===== src/rtl/mult_div_unit_if.sv =====
// Command/result bundle between the CPU control unit and mult_div_unit.
// Master is the control unit side; slave is the multiply/divide unit.
interface mult_div_unit_if #(
  parameter int unsigned WIDTH = 32
);
  logic             start;
  logic [1:0]       op;
  logic [WIDTH-1:0] a;
  logic [WIDTH-1:0] b;
  logic             hi_wr;
  logic             lo_wr;
  logic [WIDTH-1:0] wr_data;
  logic [WIDTH-1:0] hi;
  logic [WIDTH-1:0] lo;
  logic             busy;
  logic             done;
  logic             div_zero;

  modport master (
    output start, op, a, b, hi_wr, lo_wr, wr_data,
    input  hi, lo, busy, done, div_zero
  );

  modport slave (
    input  start, op, a, b, hi_wr, lo_wr, wr_data,
    output hi, lo, busy, done, div_zero
  );
endinterface


===== src/rtl/mult_div_unit.sv =====
// Iterative shift-add multiply / restoring divide with HI/LO registers, one bit per cycle.
// Define MDU_UNSIGNED_EN to build the MULTU/DIVU operand path; otherwise op[1] is ignored.
module mult_div_unit #(
  parameter int unsigned WIDTH = 32
) (
  input logic             clk,
  input logic             reset,
  mult_div_unit_if.slave  bus
);

  localparam int unsigned CntW = (WIDTH > 1) ? $clog2(WIDTH) : 1;

  localparam logic [1:0] StIdle = 2'd0;
  localparam logic [1:0] StMul  = 2'd1;
  localparam logic [1:0] StDiv  = 2'd2;
  localparam logic [1:0] StDone = 2'd3;

  logic [1:0]         state_q;
  logic [CntW-1:0]    cnt_q;
  // Mul: {partial product, multiplier}; div: {remainder, dividend/quotient}.
  logic [2*WIDTH-1:0] acc_q;
  logic [WIDTH-1:0]   opnd_q;
  logic               is_div_q, neg_q, neg_rem_q, dz_q;
  logic [WIDTH-1:0]   hi_q, lo_q;
  logic               done_q, div_zero_q;

  logic               is_signed, a_neg, b_neg;
  logic [WIDTH-1:0]   a_mag, b_mag;
  logic [WIDTH:0]     mul_sum, div_shift, div_diff;
  logic [2*WIDTH-1:0] prod_fix;
  logic [WIDTH-1:0]   quo_fix, rem_fix;

`ifdef MDU_UNSIGNED_EN
  assign is_signed = ~bus.op[1];
`else
  logic unused_op_hi;
  assign unused_op_hi = bus.op[1];
  assign is_signed    = 1'b1;
`endif

  always_comb begin
    a_neg     = is_signed & bus.a[WIDTH-1];
    b_neg     = is_signed & bus.b[WIDTH-1];
    a_mag     = a_neg ? -bus.a : bus.a;
    b_mag     = b_neg ? -bus.b : bus.b;
    mul_sum   = {1'b0, acc_q[2*WIDTH-1:WIDTH]} + (acc_q[0] ? {1'b0, opnd_q} : '0);
    div_shift = {acc_q[2*WIDTH-1:WIDTH], acc_q[WIDTH-1]};
    div_diff  = div_shift - {1'b0, opnd_q};
    prod_fix  = neg_q ? -acc_q : acc_q;
    quo_fix   = neg_q ? -acc_q[WIDTH-1:0] : acc_q[WIDTH-1:0];
    rem_fix   = neg_rem_q ? -acc_q[2*WIDTH-1:WIDTH] : acc_q[2*WIDTH-1:WIDTH];
  end

  always_ff @(posedge clk or posedge reset) begin
    if (reset) begin
      state_q    <= StIdle;
      cnt_q      <= '0;
      acc_q      <= '0;
      opnd_q     <= '0;
      is_div_q   <= 1'b0;
      neg_q      <= 1'b0;
      neg_rem_q  <= 1'b0;
      dz_q       <= 1'b0;
      hi_q       <= '0;
      lo_q       <= '0;
      done_q     <= 1'b0;
      div_zero_q <= 1'b0;
    end else begin
      done_q     <= 1'b0;
      div_zero_q <= 1'b0;
      case (state_q)
        StIdle: begin
          if (bus.hi_wr) hi_q <= bus.wr_data;
          if (bus.lo_wr) lo_q <= bus.wr_data;
          if (bus.start) begin
            cnt_q     <= '0;
            is_div_q  <= bus.op[0];
            neg_q     <= a_neg ^ b_neg;
            neg_rem_q <= a_neg;
            if (bus.op[0]) begin
              acc_q  <= {{WIDTH{1'b0}}, a_mag};
              opnd_q <= b_mag;
              dz_q   <= (bus.b == '0);
              state_q <= (bus.b == '0) ? StDone : StDiv;
            end else begin
              acc_q   <= {{WIDTH{1'b0}}, b_mag};
              opnd_q  <= a_mag;
              dz_q    <= 1'b0;
              state_q <= StMul;
            end
          end
        end
        StMul: begin
          acc_q <= {mul_sum, acc_q[WIDTH-1:1]};
          cnt_q <= cnt_q + 1'b1;
          if (cnt_q == CntW'(WIDTH - 1)) state_q <= StDone;
        end
        StDiv: begin
          // Restoring step: keep the trial difference only when it did not borrow.
          if (!div_diff[WIDTH]) begin
            acc_q <= {div_diff[WIDTH-1:0], acc_q[WIDTH-2:0], 1'b1};
          end else begin
            acc_q <= {div_shift[WIDTH-1:0], acc_q[WIDTH-2:0], 1'b0};
          end
          cnt_q <= cnt_q + 1'b1;
          if (cnt_q == CntW'(WIDTH - 1)) state_q <= StDone;
        end
        default: begin
          done_q  <= 1'b1;
          state_q <= StIdle;
          if (dz_q) begin
            div_zero_q <= 1'b1;
          end else if (is_div_q) begin
            hi_q <= rem_fix;
            lo_q <= quo_fix;
          end else begin
            hi_q <= prod_fix[2*WIDTH-1:WIDTH];
            lo_q <= prod_fix[WIDTH-1:0];
          end
        end
      endcase
    end
  end

  assign bus.hi       = hi_q;
  assign bus.lo       = lo_q;
  assign bus.busy     = (state_q != StIdle);
  assign bus.done     = done_q;
  assign bus.div_zero = div_zero_q;

endmodule


===== src/flat_wrapper.sv =====
// flat-port wrapper written by rule: the top's interface ports become plain ports
module mult_div_unit_flat 
#(
  parameter int unsigned WIDTH = 32
)
  (clk, reset, bus_start, bus_op, bus_a, bus_b, bus_hi_wr, bus_lo_wr, bus_wr_data, bus_hi, bus_lo, bus_busy, bus_done, bus_div_zero);
  mult_div_unit_if #(.WIDTH(WIDTH)) bus_i ();
  input logic clk;
  input logic reset;
  input wire logic [$bits(bus_i.start)-1:0] bus_start;
  input wire logic [$bits(bus_i.op)-1:0] bus_op;
  input wire logic [$bits(bus_i.a)-1:0] bus_a;
  input wire logic [$bits(bus_i.b)-1:0] bus_b;
  input wire logic [$bits(bus_i.hi_wr)-1:0] bus_hi_wr;
  input wire logic [$bits(bus_i.lo_wr)-1:0] bus_lo_wr;
  input wire logic [$bits(bus_i.wr_data)-1:0] bus_wr_data;
  output wire logic [$bits(bus_i.hi)-1:0] bus_hi;
  output wire logic [$bits(bus_i.lo)-1:0] bus_lo;
  output wire logic [$bits(bus_i.busy)-1:0] bus_busy;
  output wire logic [$bits(bus_i.done)-1:0] bus_done;
  output wire logic [$bits(bus_i.div_zero)-1:0] bus_div_zero;
  assign bus_i.start = bus_start;
  assign bus_i.op = bus_op;
  assign bus_i.a = bus_a;
  assign bus_i.b = bus_b;
  assign bus_i.hi_wr = bus_hi_wr;
  assign bus_i.lo_wr = bus_lo_wr;
  assign bus_i.wr_data = bus_wr_data;
  assign bus_hi = bus_i.hi;
  assign bus_lo = bus_i.lo;
  assign bus_busy = bus_i.busy;
  assign bus_done = bus_i.done;
  assign bus_div_zero = bus_i.div_zero;
  mult_div_unit #(.WIDTH(WIDTH)) u_core (.clk(clk), .reset(reset), .bus(bus_i));
endmodule

===== config.mk =====
export PLATFORM = sky130hd
export DESIGN_NAME = mult_div_unit_flat
export DESIGN_NICKNAME = d
export VERILOG_FILES = /design/src/rtl/mult_div_unit_if.sv /design/src/rtl/mult_div_unit.sv /design/src/flat_wrapper.sv
export SDC_FILE = /design/constraint.sdc
export NUM_CORES = 1
export LEC_CHECK = 0
export BUFFER_PORTS_ARGS = -buffer_cell sky130_fd_sc_hd__buf_2
export CAP_MARGIN = 25
export CORE_AREA = 4 4 306 158
export CTS_CLUSTER_SIZE = 10
export DETAILED_ROUTE_END_ITERATION = 7
export DIE_AREA = 0 0 310 162
export MAX_ROUTING_LAYER = met4
export PLACE_DENSITY = 0.62
export REMOVE_ABC_BUFFERS = 1
export SETUP_SLACK_MARGIN = 0.02
export SLEW_MARGIN = 20
export SYNTH_ARGS = -nofsm -noshare
export SYNTH_HDL_FRONTEND = slang
export SYNTH_SLANG_ARGS = --single-unit

===== constraint.sdc =====
create_clock -name clk -period 6 [get_ports clk]
set_input_delay 1.2 -clock clk [delete_from_list [all_inputs] [get_ports clk]]
set_output_delay 1.2 -clock clk [all_outputs]
set_load 0.1 [all_outputs]

Word-level counts from Yosys, hierarchy flattened
Cells that the tools add are included.

Register bits after elaboration: 173. Input port bits: 103. Output and inout bits: 67. Word-level logic and storage cells: 73.

Add/sub/neg operators: 8. Equal/unequal tests: 8. Multiplexer cells: 30. Bitwise logic cells: 2. Reduce and logical (&&, ||, !) cells: 13.

Operator list (count): $mux W32 (13); $mux W64 (3); $pmux W64 S3 (1); $neg A32 Y32 (4); $pmux W32 S2 (2); $neg A64 Y64 (1); $add A32 B33 Y33 (1); $sub A33 B32 Y33 (1); $logic_not A32 Y1 (1); $pmux W5 S2 (1); $ne A2 B2 Y1 const B (4); $reduce_and A2 Y1 (4); $mux W2 (3); $reduce_and A3 Y1 (2); $add A5 B1 Y5 const B (1); $eq A5 B5 Y1 const B (1); $mux W1 (5); $mux W5 (1); $pmux W2 S2 (1); $reduce_bool A2 Y1 (2); $reduce_bool A3 Y1 (1); $reduce_or A3 Y1 (1); $eq A2 B1 Y1 const B (1); $eq A2 B2 Y1 const B (1); other kinds (5) (5).

Depth between registers and ports, before layout
Gate-level depths: netlist (run 1).

Word-level depth: 5. Gate-level depth with buffers: 14.

Least setup slack after synthesis (run 1)
Ideal clock, no wire load.

Path kind: input to register. Start point: input port bus_b[12]. End point: register u_core.acc_q[23]. Library setup time: 133 ps. Data arrival time: 3516 ps. Data required time: 5867 ps. Path slack: 2351 ps. Stages: 9. Cells stage by stage: or4_1 -> nor4_1 -> nand3_1 -> or3_1 -> clkbuf_1 -> o31a_1 -> xor2_1 -> a222oi_1 -> o21ai_0.

Word-level cells in the longest chain between the ends: 5.

Ends and longest elaborated chain: start: declaration (RTL line flat_wrapper.sv:13) `input wire logic [$bits(bus_i.b)-1:0] bus_b;`; $neg A32 Y32 (RTL line mult_div_unit.sv:45) `b_mag = b_neg ? -bus.b : bus.b;`; $mux W32 (RTL line mult_div_unit.sv:45); $mux W32 (RTL line mult_div_unit.sv:80) `if (bus.op[0]) begin`; $mux W64 (RTL line mult_div_unit.sv:75) `if (bus.start) begin`; $pmux W64 S3 (RTL line mult_div_unit.sv:71) `case (state_q)`; end signal: assignment (RTL line mult_div_unit.sv:81) `acc_q <= {{WIDTH{1'b0}}, a_mag};`; end signal: assignment (RTL line mult_div_unit.sv:86) `acc_q <= {{WIDTH{1'b0}}, b_mag};`; end signal: assignment (RTL line mult_div_unit.sv:94) `acc_q <= {mul_sum, acc_q[WIDTH-1:1]};`; end: declaration (RTL line mult_div_unit.sv:21) `logic [2*WIDTH-1:0] acc_q;`.

Every way passes these cells. The select of a mux whose other input is x is not followed. A chain may end at the register's enable or synchronous reset.

Final worst setup path (run 1)
Start point: register u_core.acc_q[32]. End point: register u_core.acc_q[40].

Word-level cells in the longest chain between the ends: 3. Elaborated cells between the ends (all ways): 4. Classes of those cells: add/sub: 2; mux: 2.

Ends and longest elaborated chain: $sub A33 B32 Y33 (RTL line mult_div_unit.sv:48) `div_diff = div_shift - {1'b0, opnd_q};`; $mux W64 (RTL line mult_div_unit.sv:100) `if (!div_diff[WIDTH]) begin`; $pmux W64 S3 * (RTL line mult_div_unit.sv:71).

Every way passes the cells marked *; elsewhere a longest branch is shown, timed or not.

==> reports/results.tsv, run 1 <==
metric	value	unit
#FFs+latches synth	173	
clock slew at reported path FFs	80	ps
share of cells above drive strength 1	13.61	%
PD cells	604.4	nW/um^2
sequential share of the synthesized area	29.11	%
internal power	4.144	mW
Reg area	4329	um^2
Routed Antenna Nets	0	
YS warnings	0	
clock buffer count from CTS	17	
Final Hold Fails	0	
clk_skew	18.33	ps
minimum clock period	4319	ps
R2R setup slack	1680	ps
Die Ht	162	um
worst hold path class	flip-flop to flip-flop	
via count	15100	
DR pass1 iterations	6	
CP max FO	46	
crit end category	flip-flop	
number of synthesized flops with an enable pin	0	
Lkg Pwr	7.473	nW
deepest clock path buffer count	2	
Critical Path Start Type	flip-flop	
# rows	56	
CTS H-tree depth	4	
maximum vdd drop	0.0002984	V
DRC errors left	0	
Synth area leaders	dfrtp_1, o21ai_0, ha_1	
synth unique cells	74	
starting density of the core	32.35	%
Mapped Avg Cell Area	7.818	um^2
DP HPWL	45120	um
initial antenna violation count	7	
met3 Use GR	8.027	%
layout net count	2172	
PortBufs	168	
DR WL/cell	22.04	um
Critical Path AT	4650	ps
Cell Chain, Critical Path	inv_1 -> fa_1 -> nand2b_1 -> a21o_1 -> a311oi_1 -> o2111ai_1 -> a21o_1 -> o211ai_1 -> buf_4 -> mux2_2 -> a22oi_1 -> o21ai_0	
Synth top area share	29.11	%
largest net degree at the start of global routing	89	
area of the multi-input gates	9802	um^2
ys flop type	dfrtp_1	
worst setup margin	1681	ps
Clk network pwr share	11.5	%
GR Overflow Total	0	
Switching Power	6.031	mW
CP dominant cell by count	a21o_1	
max-cap violations	0	
Initial DRC Count	2002	
post_cts resized	0	
Slew HR	32.65	%
Syn Inst Count	1902	
status	completed	
Logic pwr share	66.9	%
core region area	45960	um^2
global routing's busiest layer	met1	
Sink Count	173	
part of the power in registers	21.6	%
Sw Ratio	59.27	%
f_max	231.6	MHz
commonest cells in the netlist	nand2_1, o21ai_0, dfrtp_1, nor2_1, a21oi_1	
fin crit share	71.98	%
hold_buf cts	0	
Root Buffer	clkbuf_16	
Synth async-reset ratio	100.0	%
RSZ-0062 raised after global routing	no	
count leader, synth	nand2_1	
global-route wire length before repair	85530	um
CP max stage delay	560	ps
met1 Use GR	34.83	%
die area	50220	um^2
Post-CTS Setup Bufs	0	
Worst path slowest cell	dfrtp_1	
GR Util All Layers	23.04	%
endpoints failing setup	0	
DR vias/cell	5.763	
final max-slew violation count	0	
placer congestion estimate	0.9705	
I/O pins	170	
Final Power	10.17	mW
leading area contributor after synthesis	dfrtp_1	
Die Wd	310	um
DP Worst Slack	1784	ps
Post-Syn Area	14870	um^2
critical path class	flip-flop to flip-flop	
vias in the first global route	13560	
met2 GRT Util	29.61	%
Setup TNS	0	ps
CTS tree	yes	
Filler cells	4786	
Critical Path RT	6330	ps
clk_lat worst skew	470	ps
DRT Wirelength	57750	um
Slew @ Worst Pin	1010	ps
Area Growth Syn to Fin	13.20	%
-- cells in the final DEF, fill, tap and decap left out, types with 14 or more instances in the layout --
cell type	n
nand2_1	215
o21ai_0	214
nor2_1	173
dfrtp_1	173
buf_2	168
a21oi_1	164
xnor2_1	91
xor2_1	82
ha_1	73
inv_1	65
o31ai_1	36
or3_1	35
nor3_1	30
mux2i_1	30
a21o_1	29
nand3_1	25
buf_4	24
a221o_1	23
a31oi_1	19
o41ai_1	17
clkbuf_16	17
o211ai_1	15
or4_1	14
nor2b_1	14
o21a_1	14
nand2b_1	14
a211oi_1	14
-- cells by family after synthesis --
family	share of synthesized area [%]
AO/OA/AOI/OAI	28.32
AND/OR/NAND/NOR	17.97
buffers and inverters	5.049
XOR/XNOR	10.19
flip-flops	29.11
adder cells (fa/ha/maj)	6.496
multiplexers	2.853
-- metrics by stage --
step                      hold WS, ps  std cells  cell area (um^2)  utilization, %
final                           475.7       2620             16830           36.62
after global routing            499.9       2620             16830           36.62
after CTS                       482.5       2612             16770           36.49
after detailed placement        464.8       2580             16170           35.19
after global placement          456.1       2580             16170           35.19
after floorplan                 445.3       1779             14370               -
-- per-layer routing --
layer  routed length [um]  part of all wire [%]
met5                    0                     0
met2                22010                    38
met3                 7050                    12
met4                  497                  0.86
met1                28180                    49
-- flip-flops by register name (all words and copies together) (netlist names) --
register and count:
u_core.is_div_q 1, u_core.acc_q 64, u_core.state_q 2, u_core.bus.done 1, u_core.cnt_q 5, u_core.neg_q 1
u_core.bus.div_zero 1, u_core.bus.lo 32, u_core.opnd_q 32, u_core.neg_rem_q 1, u_core.bus.hi 32, u_core.dz_q 1
-- critical path: cells and delay by family (launching register included) --
family,cells,cell delay (ps)
and+or+nand+nor,1,200
AOI/OAI and AO/OA,7,1730
adders and majority gates,1,500
DFF,1,560
muxes,1,400
buffers and inverters,2,770
-- final timing paths --
kind / startpoint / to / cells after the start
setup / recovery: u_core.acc_q[32] / u_core.acc_q[40] / 12
hold / removal: u_core.bus.lo[22] / u_core.bus.lo[22] / 2
setup reg to reg: u_core.acc_q[32] / u_core.acc_q[40] / 12
hold reg to reg: u_core.bus.lo[22] / u_core.bus.lo[22] / 2
max in group asynchronous: reset / u_core.opnd_q[15] / 3
min in group asynchronous: reset / u_core.bus.hi[0] / 2
-- final cells by class --
class | instances | share of cell area, %
multi-input cells | 1538 | 58.23
flip-flops and latches | 173 | 25.72
repair buffers | 195 | 6.341
well taps | 609 | 4.527
clock buffers | 18 | 2.550
inverters | 68 | 1.546
clock inverters | 14 | 1.011
diodes | 5 | 0.07433
-- power groups by stage --
stage / Combinational [mW] / Sequential (mW) / Clock (mW)
global route: 7.33 / 2.25 / 1.23
finish: 6.81 / 2.20 / 1.17
global placement: 6.60 / 2.20 / 0
CTS: 6.69 / 2.20 / 1.18
detailed placement: 6.67 / 2.22 / 0
floorplan: 3.50 / 3.55 / 0
Note: power is estimated with default switching activity, not from simulation.
==> run 2: changes to the inputs <==
--- a/config.mk
+++ b/config.mk
@@ -5,12 +5,13 @@
 export SDC_FILE = /design/constraint.sdc
 export NUM_CORES = 1
 export LEC_CHECK = 0
+export ABC_AREA = 1
 export BUFFER_PORTS_ARGS = -buffer_cell sky130_fd_sc_hd__buf_2
 export CAP_MARGIN = 25
-export CORE_AREA = 4 4 306 158
+export CORE_AREA = 4 4 338 174
 export CTS_CLUSTER_SIZE = 10
 export DETAILED_ROUTE_END_ITERATION = 7
-export DIE_AREA = 0 0 310 162
+export DIE_AREA = 0 0 342 178
 export MAX_ROUTING_LAYER = met4
 export PLACE_DENSITY = 0.62
 export REMOVE_ABC_BUFFERS = 1
==> constraint.sdc (replaced) <==
create_clock -name clk -period 3.55 [get_ports clk]
set_input_delay 0.71 -clock clk [delete_from_list [all_inputs] [get_ports clk]]
set_output_delay 0.71 -clock clk [all_outputs]
set_load 0.1 [all_outputs]
==> reports/results.tsv, run 2 <==
metric	value	unit	change
DRT Wirelength	83360	um	+44%
synth unique cells	44		-41%
clock buffer count from CTS	17		unchanged
max-cap violations	0		unchanged
reg2reg path depth	19		+7
clock slew at reported path FFs	100	ps	+20 ps
Synth Area in Adders	5.302	%	-1.2 points
global-route wire length before repair	122400	um	+43%
Root Buffer	clkbuf_16		
CP dominant cell by count	nand2_1		
met1 Use GR	39.56	%	+4.7 points
GR Overflow Total	0		unchanged
RSZ-0062 raised after global routing	no		
worst hold path class	input port to asynchronous set/reset pin		
Slew HR	38.83	%	+6.2 points
DRC errors left	0		unchanged
sequential share of the synthesized area	23.76	%	-5.4 points
Final Hold Fails	0		unchanged
# rows	61		+8.9%
Critical Path Start Type	flip-flop		
commonest cells in the netlist	nand2_1, inv_1, nor2_1, nand3_1, dfrtp_1		
crit end category	flip-flop		
worst setup margin	494.9	ps	-1186 ps
DR vias/cell	5.249		-8.9%
DP HPWL	68600	um	+52%
CTS H-tree depth	4		unchanged
initial antenna violation count	5		-2
Die Ht	178	um	+9.9%
Syn Inst Count	3150		+66%
Routed Antenna Nets	0		unchanged
minimum clock period	3055	ps	-1264 ps
layout net count	3476		+60%
Post-CTS Setup Bufs	0		unchanged
Synth area leaders	dfrtp_1, nand2_1, inv_1		
Initial DRC Count	2412		+20%
met3 Use GR	5.641	%	-2.4 points
Sink Count	173		unchanged
fin crit share	86.06	%	+14 points
YS warnings	0		unchanged
simple-gate area share of the yosys netlist	41.22	%	+23 points
main combinational cell family by area after synthesis	simple AND/OR/NAND/NOR gates		
max reg flops	64		unchanged
#FFs+latches synth	173		unchanged
Area Growth Syn to Fin	13.88	%	
Worst path slowest cell	dfrtp_1		
most common cell after layout, fill and taps aside	nand2_1		
hold_buf cts	0		unchanged
DR pass1 iterations	6		unchanged
mux contribution to synthesized area	0	%	-2.9 points
placer congestion estimate	0.9916		+2.2%
r2r endpoint	u_core.acc_q[53]		
count leader, synth	nand2_1		
leading area contributor after synthesis	dfrtp_1		
worst r2r src	u_core.acc_q[31]		
met2 GRT Util	39.57	%	+10 points
via count	21360		+41%
clk_lat worst skew	490	ps	+20 ps
vias in the first global route	19560		+44%
post_cts resized	0		unchanged
clk_skew	28.78	ps	+10.46 ps
number of synthesized flops with an enable pin	0		unchanged
I/O pins	170		unchanged
endpoints failing setup	0		unchanged
DP Worst Slack	595.4	ps	-1189 ps
deepest clock path buffer count	2		unchanged
most frequent cells in the layout	nand2_1, inv_1, nor2_1, nand3_1, dfrtp_1		
status	completed		
CTS tree	yes		
R2R setup slack	490	ps	-1190 ps
f_max	327.3	MHz	+41%
GR Util All Layers	27.51	%	+4.5 points
Synth top area share	23.76	%	-5.4 points
CP max stage delay	440	ps	-120 ps
Cell Chain, Critical Path	inv_1 -> ha_1 -> fa_1 -> inv_1 -> nand2_1 -> nand2_1 -> nand3_1 -> nand2_2 -> nand2_2 -> nand2_2 -> nand2_4 -> nand2_2 -> nand2_2 -> nand2_4 -> nand2_1 -> nand3_1 -> nand2_1 -> nand2_1 -> nand2_1		
largest net degree at the start of global routing	65		-27%
PortBufs	168		unchanged
die area	60880	um^2	+21%
Mapped Avg Cell Area	5.783	um^2	-26%
Critical Path RT	3910	ps	-2420 ps
Synth Area in Compound Gates	14.75	%	-14 points
ys flop type	dfrtp_1		
share of cells above drive strength 1	9.668	%	-3.9 points
Critical Path AT	3410	ps	-1240 ps
starting density of the core	32.92	%	+0.57 points
xor/xnor cell area share of the yosys netlist	2.740	%	-7.4 points
global routing's busiest layer	met2		
CP max FO	24		-48%
final max-slew violation count	0		unchanged
Die Wd	342	um	+10%
Synth async-reset ratio	100.0	%	unchanged
critical path class	flip-flop to flip-flop		
core region area	55330	um^2	+20%
Slew @ Worst Pin	907.9	ps	-102.3 ps
DR WL/cell	20.49	um	-7.0%
Top reg by flops	u_core.acc_q		
Post-Syn Area	18220	um^2	+23%
[run 2: routing by layer]
metal	share of wire, %	vias up
li1	-	10350
met1	47	9961
met2	41	957
met3	10	92
met4	2.0	0
met5	0	-
[run 2: final cells by class]
class | instances | area, um^2
repair buffers | 229 | 1324
multi-input cells | 2394 | 11700
clock inverters | 15 | 201.4
well taps | 756 | 945.9
clock buffers | 17 | 425.4
inverters | 482 | 1814
fillers | 6188 | 34590
diodes | 3 | 7.507
flip-flops and latches | 173 | 4329
[run 2: worst max-delay path by stage]
stage                      start  slack [ps]          endpoint  depth (start not counted)
2_1_floorplan  u_core.state_q[0]       -2290  u_core.acc_q[28]                          8
3_3_place_gp    u_core.acc_q[31]         630  u_core.acc_q[35]                         19
3_5_place_dp    u_core.acc_q[31]         600  u_core.acc_q[53]                         19
4_1_cts         u_core.acc_q[31]         550  u_core.acc_q[53]                         19
5_1_grt         u_core.acc_q[31]         250  u_core.acc_q[53]                         19
6_report        u_core.acc_q[31]         490  u_core.acc_q[53]                         19
[run 2: cell families (layout without fill, tap and decap cells)]
logic type / after synthesis / count (layout)
other cells: 0 / 3
flops: 173 / 173
buf+inv: 583 / 743
xor+xnor: 57 / 57
fa+ha+maj: 76 / 76
compound gates: 450 / 450
simple gates: 1811 / 1811
[run 2: through the flow]
| step | area (um^2) | TNS, ps | utilization [%] | hold slack (ps) | cells |
|---|---|---|---|---|---|
| finish | 20750 | 0 | 37.49 | 283.4 | 4069 |
| global route | 20740 | 0 | 37.49 | 328.0 | 4068 |
| global placement | 20100 | 0 | 36.33 | 466.0 | 4033 |
| CTS | 20730 | 0 | 37.47 | 309.0 | 4065 |
| floorplan | 17800 | -578200 | - | 458.4 | 3049 |
| detailed placement | 20100 | 0 | 36.33 | 470.8 | 4033 |
[run 2: worst max-delay path: cells and delay by family (launching register included)]
family / cells / cell delay (ps)
AND/OR/NAND/NOR: 15 / 1600
flip-flops: 1 / 440
buffers and inverters: 2 / 260
adder cells (fa/ha/maj): 2 / 630
Power of run 2 is not shown: default switching activity piles up to over one toggle a cycle in this logic, so the estimate is an artifact.
==> run 3: changes to the inputs <==
--- a/config.mk
+++ b/config.mk
@@ -5,15 +5,14 @@
 export SDC_FILE = /design/constraint.sdc
 export NUM_CORES = 1
 export LEC_CHECK = 0
-export ABC_AREA = 1
 export BUFFER_PORTS_ARGS = -buffer_cell sky130_fd_sc_hd__buf_2
 export CAP_MARGIN = 25
-export CORE_AREA = 4 4 338 174
+export CORE_AREA = 4 4 306 158
 export CTS_CLUSTER_SIZE = 10
 export DETAILED_ROUTE_END_ITERATION = 7
-export DIE_AREA = 0 0 342 178
+export DIE_AREA = 0 0 310 162
 export MAX_ROUTING_LAYER = met4
-export PLACE_DENSITY = 0.62
+export PLACE_DENSITY = 0.61
 export REMOVE_ABC_BUFFERS = 1
 export SETUP_SLACK_MARGIN = 0.02
 export SLEW_MARGIN = 20
==> constraint.sdc (replaced) <==
create_clock -name clk -period 3 [get_ports clk]
set_input_delay 0.6 -clock clk [delete_from_list [all_inputs] [get_ports clk]]
set_output_delay 0.6 -clock clk [all_outputs]
set_load 0.1 [all_outputs]
==> reports/results.tsv, run 3 (synthesis gave the netlist of run 1 again) <==
metric	value	unit	change
status	finished, violations left		
violated checks	setup timing		
initial antenna violation count	1		-4
share of cells above drive strength 1	33.11	%	+23 points
fin cells	2992		-26%
Initial DRC Count	2284		-5.3%
die area	50220	um^2	-18%
Slew HR	42.78	%	+4.0 points
clk_skew	11.48	ps	-17.30 ps
clk_lat worst skew	450	ps	-40 ps
Routed Antenna Nets	0		unchanged
endpoints failing setup	68		+68
Die Ht	162	um	-9.0%
I/O pins	170		unchanged
Root Buffer	clkbuf_16		
placer congestion estimate	0.9824		-0.93%
Setup TNS	-11700	ps	-11700 ps
Final Hold Fails	0		unchanged
clock slew at reported path FFs	80	ps	-20 ps
worst setup margin	-307.0	ps	-801.9 ps
DP Worst Slack	-492.0	ps	-1087 ps
DR WL/cell	21.31	um	+4.0%
crit end category	flip-flop		
fin crit share	110.2	%	+24 points
layout net count	2551		-27%
# rows	56		-8.2%
GR Overflow Total	0		unchanged
worst hold path class	input port to asynchronous set/reset pin		
deepest clock path buffer count	2		unchanged
Top reg by flops	u_core.acc_q		
Post-DP Area	18870	um^2	-6.1%
DP HPWL	50010	um	-27%
Final Util	45.55	%	+8.1 points
CTS tree	yes		
max reg flops	64		unchanged
Final Cell Area	20940	um^2	+0.92%
starting density of the core	32.35	%	-0.57 points
global routing's busiest layer	met1		
DRT Wirelength	63770	um	-24%
Critical Path Start Type	flip-flop		
ant diodes	0		-3
PD cells	1146	nW/um^2	
DR vias/cell	5.634		+7.3%
via count	16860		-21%
Area Growth Syn to Fin	40.80	%	
Lkg Pwr	9.662	nW	
RSZ-0062 raised after global routing	yes		
minimum clock period	3307	ps	+251.9 ps
maximum vdd drop	0.0006145	V	
global-route wire length before repair	93310	um	-24%
most frequent cells in the layout	buf_4, nand2_1, o21ai_0, dfrtp_1, buf_2		
f_max	302.4	MHz	-7.6%
Filler cells	4511		-27%
DRC errors left	0		unchanged
clock buffer count from CTS	17		unchanged
Slew @ Worst Pin	855.1	ps	-52.85 ps
Sink Count	173		unchanged
met1 Use GR	36.97	%	-2.6 points
final max-slew violation count	0		unchanged
met2 GRT Util	32.23	%	-7.3 points
max-cap violations	0		unchanged
core region area	45960	um^2	-17%
Die Wd	310	um	-9.4%
Cells after DPL	2921		-28%
Critical Path RT	3320	ps	-590 ps
most common cell after layout, fill and taps aside	buf_4		
largest net degree at the start of global routing	70		+7.7%
critical path class	flip-flop to flip-flop		
met3 Use GR	8.887	%	+3.2 points
CTS H-tree depth	4		unchanged
GR Util All Layers	25.09	%	-2.4 points
CP max FO	5		-79%
Critical Path AT	3630	ps	+220 ps
DR pass1 iterations	5		-1
PortBufs	168		unchanged
vias in the first global route	15440		-21%
run 3: layout make-up:
| cell class | count | area [um^2] | area share [%] |
|---|---|---|---|
| Multi-Input combinational cell | 1538 | 10790 | 51.52 |
| Inverter | 68 | 260.3 | 1.243 |
| Sequential cell | 173 | 4329 | 20.68 |
| Clock inverter | 12 | 150.1 | 0.7171 |
| Clock buffer | 18 | 429.2 | 2.050 |
| Tap cell | 609 | 762.0 | 3.640 |
| Timing Repair Buffer | 574 | 4219 | 20.15 |
run 3: final timing paths:
check                           depth (start not counted)           endpoint        startpoint  slack [ps]
worst max-delay path                                    9   u_core.bus.hi[5]  u_core.acc_q[11]        -310
worst min-delay path                                    2   u_core.bus.lo[9]             reset         270
worst max register to register                          9   u_core.bus.hi[5]  u_core.acc_q[11]        -310
worst min register to register                          2   u_core.bus.lo[4]  u_core.bus.lo[4]         480
max in group asynchronous                               3   u_core.acc_q[21]             reset        1920
min in group clk                                        3  u_core.bus.lo[29]   bus_wr_data[29]         430
run 3: critical path, cell delays in order, from the launching register on:
cell and delay (ps):
dfrtp_1 390, or4_4 550, or4_4 430, or4_4 500
o41a_1 460, o21bai_4 260, buf_4 180, buf_4 140
xnor2_4 160, o21ai_0 100
run 3: report_power, final:
group / switching (mW) / internal, mW / total [mW]
clock: 1.10 / 1.25 / 2.35
sequential: 0.772 / 3.32 / 4.09
combinational: 11.4 / 6.16 / 17.6
run 3: repair_timing:
| action | 4_1_cts | 5_1_grt |
|---|---|---|
| pin swaps | 64 | 69 |
| setup endpoints to repair | 71 | 89 |
| setup buffers | 20 | 17 |
| cloned | 2 | 3 |
| gates resized for setup | 146 | 104 |
| hold buffers | 0 | 0 |
run 3: metrics by stage:
stage / power (mW) / hold WS, ps
finish: 23.99 / 273.7
global route: 25.33 / 313.6
CTS: 23.05 / 293.9
detailed placement: 19.91 / 462.3
global placement: 19.69 / 455.5
floorplan: 14.10 / 445.3
run 3: layer usage:
layer / up-vias / wire (um) / share of wire, %
met5: - / 0 / 0
met3: 73 / 7524 / 12
met2: 796 / 24730 / 39
met1: 8180 / 30440 / 48
li1: 7809 / - / -
met4: 0 / 1064 / 1.7
